==> src/rtl/mips_pkg.sv <==
// Shared MIPS decode constants and branch-controller state encoding.
package mips_pkg;

    localparam logic [5:0] OP_REGIMM = 6'b000001;  // bgez / bltz
    localparam logic [5:0] OP_BEQ    = 6'b000100;
    localparam logic [5:0] OP_BNE    = 6'b000101;
    localparam logic [5:0] OP_BLEZ   = 6'b000110;
    localparam logic [5:0] OP_BGTZ   = 6'b000111;

    typedef enum logic [1:0] {
        ST_IDLE    = 2'd0,
        ST_STALL   = 2'd1,
        ST_RESOLVE = 2'd2
    } br_state_e;

    function automatic logic is_branch_op(input logic [5:0] op);
        return (op == OP_BEQ) || (op == OP_BNE) || (op == OP_BLEZ) ||
               (op == OP_BGTZ) || (op == OP_REGIMM);
    endfunction

    function automatic logic uses_rt(input logic [5:0] op);
        return (op == OP_BEQ) || (op == OP_BNE);
    endfunction

endpackage

==> src/rtl/branch_hazard_detect.sv <==
// Combinational source-use decode and producer match for a branch sitting in ID.
module branch_hazard_detect
    import mips_pkg::*;
(
    input  logic [15:0] instr_hi,
    input  logic        id_valid,
    input  logic        ex_reg_write,
    input  logic        ex_mem_read,
    input  logic [4:0]  ex_rd,
    input  logic        mem_reg_write,
    input  logic        mem_mem_read,
    input  logic [4:0]  mem_rd,
    output logic        is_branch,
    output logic        ex_load,
    output logic        ex_alu,
    output logic        mem_load,
    output logic        mem_fwd_rs,
    output logic        mem_fwd_rt
);

    logic [5:0] op;
    logic [4:0] rs;
    logic [4:0] rt;
    logic       use_rs;
    logic       use_rt;
    logic       ex_hit;
    logic       mem_rs_hit;
    logic       mem_rt_hit;

    assign op = instr_hi[15:10];
    assign rs = instr_hi[9:5];
    assign rt = instr_hi[4:0];

    // Register 0 is hardwired, so a zero source never creates a dependency.
    assign is_branch = id_valid && is_branch_op(op);
    assign use_rs    = is_branch && (rs != 5'd0);
    assign use_rt    = is_branch && uses_rt(op) && (rt != 5'd0);

    assign ex_hit     = ex_reg_write && ((use_rs && (ex_rd == rs)) || (use_rt && (ex_rd == rt)));
    assign mem_rs_hit = mem_reg_write && use_rs && (mem_rd == rs);
    assign mem_rt_hit = mem_reg_write && use_rt && (mem_rd == rt);

    assign ex_load    = ex_hit && ex_mem_read;
    assign ex_alu     = ex_hit && !ex_mem_read;
    assign mem_load   = (mem_rs_hit || mem_rt_hit) && mem_mem_read;
    assign mem_fwd_rs = mem_rs_hit && !mem_mem_read;
    assign mem_fwd_rt = mem_rt_hit && !mem_mem_read;

endmodule

==> src/rtl/branch_ctrl.sv <==
// ID-stage branch controller: hazard stalls, forwarding selects, taken/flush and stall counter.
module branch_ctrl
    import mips_pkg::*;
(
    input  logic        clk,
    input  logic        rst,
    input  logic [31:0] IF_ID_instr,
    input  logic        ID_valid,
    input  logic        ID_EX_RegWrite,
    input  logic        ID_EX_MemRead,
    input  logic [4:0]  ID_EX_rd,
    input  logic        EX_MEM_RegWrite,
    input  logic        EX_MEM_MemRead,
    input  logic [4:0]  EX_MEM_rd,
    input  logic        Compare_o,
    output logic        stall_o,
    output logic        bubble_o,
    output logic        fwd_rs_o,
    output logic        fwd_rt_o,
    output logic        branch_taken_o,
    output logic        flush_o,
    output logic [15:0] stall_cnt_o
);

    logic is_branch, ex_load, ex_alu, mem_load, mem_fwd_rs, mem_fwd_rt;
    logic unused_instr_lo;

    assign unused_instr_lo = ^IF_ID_instr[15:0];

    branch_hazard_detect u_hazard (
        .instr_hi      (IF_ID_instr[31:16]),
        .id_valid      (ID_valid),
        .ex_reg_write  (ID_EX_RegWrite),
        .ex_mem_read   (ID_EX_MemRead),
        .ex_rd         (ID_EX_rd),
        .mem_reg_write (EX_MEM_RegWrite),
        .mem_mem_read  (EX_MEM_MemRead),
        .mem_rd        (EX_MEM_rd),
        .is_branch     (is_branch),
        .ex_load       (ex_load),
        .ex_alu        (ex_alu),
        .mem_load      (mem_load),
        .mem_fwd_rs    (mem_fwd_rs),
        .mem_fwd_rt    (mem_fwd_rt)
    );

    br_state_e   state_q, state_d;
    logic [1:0]  cnt_q, cnt_d;
    logic        flush_q, flush_d;
    logic [15:0] stall_cnt_q, stall_cnt_d;
    logic        stall, bubble, fwd_rs, fwd_rt, taken;

    always_comb begin
        state_d = state_q;
        cnt_d   = cnt_q;
        stall   = 1'b0;
        bubble  = 1'b0;
        fwd_rs  = 1'b0;
        fwd_rt  = 1'b0;
        taken   = 1'b0;
        unique case (state_q)
            ST_IDLE: begin
                // The instruction behind a taken branch is being flushed, so ignore it.
                if (is_branch && !flush_q) begin
                    if (ex_load) begin
                        state_d = ST_STALL;
                        cnt_d   = 2'd2;
                    end else if (ex_alu || mem_load) begin
                        state_d = ST_STALL;
                        cnt_d   = 2'd1;
                    end else begin
                        fwd_rs = mem_fwd_rs;
                        fwd_rt = mem_fwd_rt;
                        taken  = Compare_o;
                    end
                end
            end
            ST_STALL: begin
                // Losing the branch mid-stall aborts quietly back to IDLE.
                if (!is_branch) begin
                    state_d = ST_IDLE;
                    cnt_d   = 2'd0;
                end else begin
                    stall  = 1'b1;
                    bubble = 1'b1;
                    cnt_d  = cnt_q - 2'd1;
                    if (cnt_q == 2'd1) state_d = ST_RESOLVE;
                end
            end
            ST_RESOLVE: begin
                state_d = ST_IDLE;
                if (is_branch) begin
                    fwd_rs = mem_fwd_rs;
                    fwd_rt = mem_fwd_rt;
                    taken  = Compare_o;
                end
            end
            default: state_d = ST_IDLE;
        endcase
    end

    always_comb begin
        flush_d     = taken;
        stall_cnt_d = stall_cnt_q;
        if (stall && (stall_cnt_q != 16'hFFFF)) stall_cnt_d = stall_cnt_q + 16'd1;
    end

    always_ff @(posedge clk or posedge rst) begin
        if (rst) begin
            state_q     <= ST_IDLE;
            cnt_q       <= '0;
            flush_q     <= 1'b0;
            stall_cnt_q <= '0;
        end else begin
            state_q     <= state_d;
            cnt_q       <= cnt_d;
            flush_q     <= flush_d;
            stall_cnt_q <= stall_cnt_d;
        end
    end

    // Combinational outputs are masked so reset silences them without waiting for a clock.
    assign stall_o        = stall  && !rst;
    assign bubble_o       = bubble && !rst;
    assign fwd_rs_o       = fwd_rs && !rst;
    assign fwd_rt_o       = fwd_rt && !rst;
    assign branch_taken_o = taken  && !rst;
    assign flush_o        = flush_q;
    assign stall_cnt_o    = stall_cnt_q;

endmodule

==> config.mk <==
export PLATFORM = sky130hd
export DESIGN_NAME = branch_ctrl
export DESIGN_NICKNAME = d
export VERILOG_FILES = /design/src/rtl/mips_pkg.sv /design/src/rtl/branch_hazard_detect.sv /design/src/rtl/branch_ctrl.sv
export SDC_FILE = /design/constraint.sdc
export NUM_CORES = 1
export LEC_CHECK = 0
export CAP_MARGIN = 30
export CORE_ASPECT_RATIO = 2
export CORE_MARGIN = 3
export CORE_UTILIZATION = 41
export CTS_BUF_LIST = sky130_fd_sc_hd__clkbuf_4 sky130_fd_sc_hd__clkbuf_8
export CTS_CLUSTER_SIZE = 14
export DETAILED_ROUTE_END_ITERATION = 10
export PLACE_DENSITY = 0.83
export SKIP_LAST_GASP = 1
export SLEW_MARGIN = 20
export SYNTH_ARGS = -nofsm -noshare
export SYNTH_HDL_FRONTEND = slang
export SYNTH_SLANG_ARGS = --single-unit
==> constraint.sdc <==
create_clock -name clk -period 3.14 [get_ports clk]
set_input_delay 0.785 -clock clk [delete_from_list [all_inputs] [get_ports clk]]
set_output_delay 0.785 -clock clk [all_outputs]
set_load 0.1 [all_outputs]
* Word-level counts from Yosys, hierarchy flattened
Cells that the tools add are included.
** Word-level totals
- Output and inout port bits :: 22
- Word-level logic and storage cells :: 88
- Bits in registers :: 21
- Bits of input ports :: 50
** Cells by class
- Multiplexer cells :: 27
- Add/sub/neg operators :: 2
- Eq/ne operators :: 16
- Reduce and logical (&&, ||, !) cells :: 39
** Operator list (number)
- == test 6 x 3 -> 1 bit (second input constant) :: 4
- logical AND 1 bit :: 22
- == test 5 bit :: 4
- adder 16 x 1 -> 16 bit (second input constant) :: 1
- 2-to-1 mux 2 bit :: 8
- inequality test 16 bit (second input constant) :: 1
- 2-to-1 mux 1 bit :: 14
- nonzero test 5 bit :: 2
- case mux 2 bit (2 select lines) :: 2
- logical OR 1 bit :: 7
- == test 6 x 1 -> 1 bit (second input constant) :: 1
- inequality test 3 bit (second input constant) :: 2
- case mux 1 bit (2 select lines) :: 3
- AND reduction 3 bit :: 2
- == test 2 x 1 -> 1 bit (second input constant) :: 2
- zero test 1 bit :: 4
- == test 2 bit (second input constant) :: 1
- zero test 2 bit :: 1
- inequality test 2 bit (second input constant) :: 1
- nonzero test 2 bit :: 1
- subtractor 2 x 1 -> 2 bit (second input constant) :: 1

* Logic depth before layout (Yosys ltp)
- Word-level depth :: 18
- Mapped depth :: 7
- Mapped depth without buffers :: 6

* Modules after synthesis
From an unflattened synthesis, not the netlist that was laid out.
** Unflattened totals
- Cells, all modules :: 153
- Area total of the unflattened synthesis :: 1448.9 µm²
** By module, submodules not included
- branch_ctrl :: area each 1099.8 µm², cells an instance 106, seq. area each 525.5 µm², instances 1
- branch_hazard_detect :: area each 349.1 µm², cells an instance 47, seq. area each 0.0 µm², instances 1

* Worst setup path before layout
No wires, ideal clock.
- Kind :: in2out
- Start :: input port IF_ID_instr[16]
- End :: output port fwd_rs_o
- Arrival :: 4.343 ns
- Required time :: 2.355 ns
- Slack :: -1.988 ns
- Path buffers :: 0
- Stages :: 6
- Path through :: or4_4 o2111ai_2 nor4_1 a311oi_2 a31oi_1 nor3b_1
** On the way
- Word-level cells in the longest chain between the ends :: 12
- Elaborated cells on any way between the ends :: 19
- Those cells by class :: eq/ne: 2; mux: 4; reduce/logical: 13
** RTL lines
- start, declared :: line branch_ctrl.sv:7 : input logic [31:0] IF_ID_instr,
- nonzero test 5 bit :: line branch_hazard_detect.sv:37 : assign use_rt = is_branch && uses_rt(op) && (rt != 5'd0);
- logical AND 1 bit :: line branch_hazard_detect.sv:37
- logical AND 1 bit (on tied branches) :: line branch_hazard_detect.sv:39, branch_hazard_detect.sv:41
- logical OR 1 bit or logical AND 1 bit (tied branches) :: line branch_hazard_detect.sv:39, branch_hazard_detect.sv:41
- logical AND 1 bit or logical OR 1 bit (tied branches) :: line branch_hazard_detect.sv:39, branch_hazard_detect.sv:45
- logical AND 1 bit (on tied branches) :: line branch_hazard_detect.sv:44, branch_hazard_detect.sv:45
- logical OR 1 bit :: line branch_ctrl.sv:68 : end else if (ex_alu || mem_load) begin
- 2-to-1 mux 1 bit :: line branch_ctrl.sv:68
- 2-to-1 mux 1 bit * :: line branch_ctrl.sv:65 : if (ex_load) begin
- 2-to-1 mux 1 bit * :: line branch_ctrl.sv:64 : if (is_branch && !flush_q) begin
- case mux 1 bit (2 select lines) * :: line branch_ctrl.sv:61 : unique case (state_q)
- logical AND 1 bit * :: line branch_ctrl.sv:125 : assign fwd_rs_o = fwd_rs && !rst;
- end, declared :: line branch_ctrl.sv:18 : output logic fwd_rs_o,
Every way passes the cells marked *; elsewhere a longest branch is shown, timed or not.

* Worst setup path after layout
- Start :: input port IF_ID_instr[20]
- End :: output port fwd_rt_o
** On the way
- Word-level cells in the longest chain between the ends :: 12
- Elaborated cells on any way between the ends :: 21
- Those cells by class :: eq/ne: 2; mux: 5; reduce/logical: 14
** RTL lines
- nonzero test 5 bit :: line branch_hazard_detect.sv:37
- logical AND 1 bit :: line branch_hazard_detect.sv:37
- logical AND 1 bit (on tied branches) :: line branch_hazard_detect.sv:39, branch_hazard_detect.sv:41
- logical OR 1 bit or logical AND 1 bit (tied branches) :: line branch_hazard_detect.sv:39, branch_hazard_detect.sv:41
- logical AND 1 bit or logical OR 1 bit (tied branches) :: line branch_hazard_detect.sv:39, branch_hazard_detect.sv:45
- logical AND 1 bit (on tied branches) :: line branch_hazard_detect.sv:44, branch_hazard_detect.sv:45
- logical OR 1 bit :: line branch_ctrl.sv:68
- 2-to-1 mux 1 bit :: line branch_ctrl.sv:68
- 2-to-1 mux 1 bit :: line branch_ctrl.sv:65
- 2-to-1 mux 1 bit :: line branch_ctrl.sv:64
- case mux 1 bit (2 select lines) * :: line branch_ctrl.sv:61
- logical AND 1 bit * :: line branch_ctrl.sv:126 : assign fwd_rt_o = fwd_rt && !rst;
- end, declared :: line branch_ctrl.sv:19 : output logic fwd_rt_o,
Marked as above.

==> impl_metrics.csv <==
group,metric,value,unit
logic_synthesis,syn-num-nets,198,
floorplanning,die-area,4164,um2
power_and_ir_drop,cellInternalPower,0.4486,mW
run,cap_viol_max_count,0,
logic_synthesis,yosys_reg_bits,21,
routing,drt-wirelength-per-cell,17.90,um
sta,finalCriticalPeriod,3.562,ns
global_routing,grt_first_pass_wirelength,7.334,mm
worst_setup_path,worst-endpoint-arrival,2.78,ns
routing,detail_route.wirelength,4.977,mm
floorplanning,core_region_area,3193,um2
sta,final_hold_violation_count,0,
logic_synthesis,number_of_warning_messages_in_the_yosys_log,0,
power_and_ir_drop,power.clock.fraction,30.4,%
clocking,cts_hold_repair.buffers,0,
power_and_ir_drop,switching_share_of_power,24.70,%
place,place_congestion,0.8421,
worst_setup_path,timing.critical_path.fanout_max,4,
global_routing,grt_start_max_net_pins,22,
power_and_ir_drop,power.static_leakage,1.241,nW
outcome,violations,"setup timing",
sta,period_share,113.4,%
sta,rsz0062_at_grt,"true",
sta,report.final.slew_viol_count,0,
routing,drt-vias-per-instance,5.529,
routing,drt_first_pass_iters,4,
global_routing,grt_pass1_vias,1685,
sta,number_of_endpoints_failing_setup_at_the_final_stage,3,
layout,final_stage_net_count,300,
clocking,cts_buffer_count,3,
clocking,clk_transition_reported_paths,0.07,ns
logic_synthesis,synth_seq_area_share,37.84,%
place,io_buffers,55,
routing,drt_iter0_markers,26,
layout,mostFrequentLayoutCells,"sky130_fd_sc_hd__buf_4 (59), sky130_fd_sc_hd__xnor2_1 (21), sky130_fd_sc_hd__dfrtp_1 (21)",
layout,areaGrowthSynthToFinish,83.24,%
clocking,clock_tree_from_tritoncts,"yes",
logic_synthesis,post_synth_main_area_contributors,"sky130_fd_sc_hd__dfrtp_1 (38%), sky130_fd_sc_hd__xnor2_1 (15%), sky130_fd_sc_hd__xor2_1 (6.3%)",
layout,most_common_cell_after_layout_fill_and_taps_aside,"sky130_fd_sc_hd__buf_4",
sta,finClkSkew,0.004199,ns
logic_synthesis,synth_largest_area_cell,"sky130_fd_sc_hd__dfrtp_1",
power_and_ir_drop,seqPwrFrac,45.4,%
logic_synthesis,synth_area_per_cell,9.513,um2
floorplanning,dieWidth,47.16,um
power_and_ir_drop,power.switching,0.1471,mW
outcome,outcome,"complete, but fails checks",
place,place_ws,-0.7502,ns
floorplanning,start_util,43.50,%
sta,fmax_achieved,280.8,MHz
clocking,h_tree_depth,1,
clocking,clk_path_buf_depth,2,
power_and_ir_drop,finalPower,0.5958,mW
logic_synthesis,netlist-cell-type-count,36,
sta,tns,-1.211,ns
logic_synthesis,synth_largest_type_area_fraction,37.84,%
floorplanning,die_height,88.31,um
worst_setup_path,worst-setup-path-type,"primary input to output pin",
worst_setup_path,crit_path_start_kind,"primary input",
sta,worst_margin_slew,0.7735,ns
logic_synthesis,synthCells,146,
hold_path,min-delay-path-class,"flop to flop",
place,hpwl,3.357,mm
routing,dr_total_vias,1537,
worst_setup_path,setup.worst_path.end_class,"output pin",
sta,postLayoutSetupSlackWorst,-0.4216,ns
power_and_ir_drop,combinationalPowerShare,24.1,%
layout,finish.cell_count_without_fillers,278,
clocking,cts_num_sinks,21,
layout,diodes,0,
layout,fillerInstances,185,
floorplanning,top_level_i_o_count,72,
power_and_ir_drop,p_per_area,234.1,nW/um2
logic_synthesis,synth.cell_area,1389,um2
clocking,cts_root_buf,"sky130_fd_sc_hd__clkbuf_8",
power_and_ir_drop,peakVddDrop,0.4139,mV
worst_setup_path,crit_required,2.35,ns
routing,route.antenna.remaining_nets,0,
global_routing,grt.overflow.total,0,
floorplanning,row_count,29,
clocking,clock_insertion_delay_worst_skew,0.25,ns
global_routing,grt_use_total,24.26,%
layout,ratio_of_cells_with_drive_above_1_in_the_final_layout,41.70,%
place,dp.cells,260,
sta,slew_headroom,48.37,%
routing,remaining_drcs,0,
global_routing,antenna_found_initial,0,
==> repair_timing <==
item                       CTS  global route
pin swaps                   16            14
setup endpoints to repair    5             5
buffers inserted             7            10
gates resized for setup     59            21
==> per-stage QoR <==
stage,hold slack [ns],area (um2),util (%)
after floorplan,0.4581,1449,-
after global placement,0.4724,2256,70.65
after detailed placement,0.4886,2256,70.65
after CTS,0.5022,2449,76.69
after global routing,0.5278,2545,79.70
final,0.5007,2545,79.70
==> cells in the mapped netlist <==
cell and count:
sky130_fd_sc_hd__dfrtp_1 21, sky130_fd_sc_hd__buf_4 1, sky130_fd_sc_hd__inv_1 8, sky130_fd_sc_hd__nand3b_1 1, sky130_fd_sc_hd__nor2b_1 2, sky130_fd_sc_hd__nor4_1 3, sky130_fd_sc_hd__or3_1 1, sky130_fd_sc_hd__a2111oi_0 1
sky130_fd_sc_hd__a31oi_1 2, sky130_fd_sc_hd__mux2_2 1, sky130_fd_sc_hd__nand4_1 5, sky130_fd_sc_hd__a311oi_2 1, sky130_fd_sc_hd__o21a_1 1, sky130_fd_sc_hd__nor2_1 9, sky130_fd_sc_hd__or4_1 2, sky130_fd_sc_hd__and4_1 2
sky130_fd_sc_hd__o21ai_0 3, sky130_fd_sc_hd__nor3_1 5, sky130_fd_sc_hd__o2111a_1 1, sky130_fd_sc_hd__nand3_1 11, sky130_fd_sc_hd__nand2_1 10, sky130_fd_sc_hd__nand2b_1 1, sky130_fd_sc_hd__xnor2_1 24, sky130_fd_sc_hd__and2_1 1
sky130_fd_sc_hd__and3_1 4, sky130_fd_sc_hd__a21oi_1 3, sky130_fd_sc_hd__xor2_1 10, sky130_fd_sc_hd__o21ai_1 1, sky130_fd_sc_hd__or4_4 1, sky130_fd_sc_hd__clkbuf_1 1, sky130_fd_sc_hd__nor3b_1 2, sky130_fd_sc_hd__a211oi_2 1
sky130_fd_sc_hd__nor4b_4 1, sky130_fd_sc_hd__mux2_1 2, sky130_fd_sc_hd__o2111ai_2 1, sky130_fd_sc_hd__ha_1 2
==> power groups by stage <==
stage / Clock, mW / Sequential (mW) / Combinational (mW)
after global routing: 0.190 / 0.271 / 0.151
after CTS: 0.183 / 0.271 / 0.134
after floorplan: 0 / 0.277 / 0.0390
after global placement: 0 / 0.276 / 0.122
final: 0.181 / 0.271 / 0.144
after detailed placement: 0 / 0.276 / 0.124
==> path summary, 6_finish.rpt <==
check / start / slack, ns / depth (start not counted) / to
min in group asynchronous: rst / 1.19 / 3 / flush_o$_DFF_PP0_
max in group asynchronous: rst / 1.47 / 3 / stall_cnt_o[8]$_DFFE_PP0P_
hold reg to reg: stall_cnt_o[13]$_DFFE_PP0P_ / 0.50 / 1 / stall_cnt_o[13]$_DFFE_PP0P_
hold / removal: stall_cnt_o[13]$_DFFE_PP0P_ / 0.50 / 1 / stall_cnt_o[13]$_DFFE_PP0P_
setup reg to reg: state_q[0]$_DFFE_PP0P_ / 1.03 / 7 / stall_cnt_o[15]$_DFFE_PP0P_
setup / recovery: IF_ID_instr[20] / -0.42 / 9 / fwd_rt_o
==> logic make-up (layout without fill, tap and decap cells) <==
family | after synthesis | count (layout) | synth area share, %
AO/OA/AOI/OAI | 15 | 15 | 8.467
XOR/XNOR | 34 | 34 | 21.44
adder cells (fa/ha/maj) | 2 | 2 | 1.802
buffers and inverters | 10 | 111 | 2.973
flip-flops | 21 | 21 | 37.84
multiplexers | 3 | 3 | 2.432
AND/OR/NAND/NOR | 61 | 61 | 25.04
==> critical path: stages <==
cell and delay (ns):
sky130_fd_sc_hd__buf_6 0.09, sky130_fd_sc_hd__or4_4 0.56, sky130_fd_sc_hd__o2111ai_4 0.27, sky130_fd_sc_hd__nor4_4 0.06
sky130_fd_sc_hd__a311oi_2 0.24, sky130_fd_sc_hd__buf_4 0.16, sky130_fd_sc_hd__a31oi_4 0.13, sky130_fd_sc_hd__nor3b_4 0.25
sky130_fd_sc_hd__buf_12 0.20
==> registers in the layout, summed over array words and instances (netlist names) <==
name	flops
stall_cnt_o	16
cnt_q	2
state_q	2
flush_o	1
==> per-layer routing <==
layer | up-vias | routed length [um] | part of all wire [%] | GRT usage [%]
met2 | 74 | 2766 | 56 | 46.22
met1 | 725 | 1574 | 32 | 21.43
met5 | - | 0 | 0 | 0
met4 | 0 | 221 | 4.4 | 13.35
met3 | 18 | 414 | 8.3 | 4.888
li1 | 720 | - | - | -
==> cell type report <==
cell class	count	area (um2)	area share, %
multi-input cells	115	1006	39.53
repair buffers	99	895.9	35.20
flip-flops and latches	21	525.5	20.65
well taps	31	38.79	1.524
inverters	8	30.03	1.180
clock buffers	4	48.80	1.917
(Power assumes the default switching activity.)
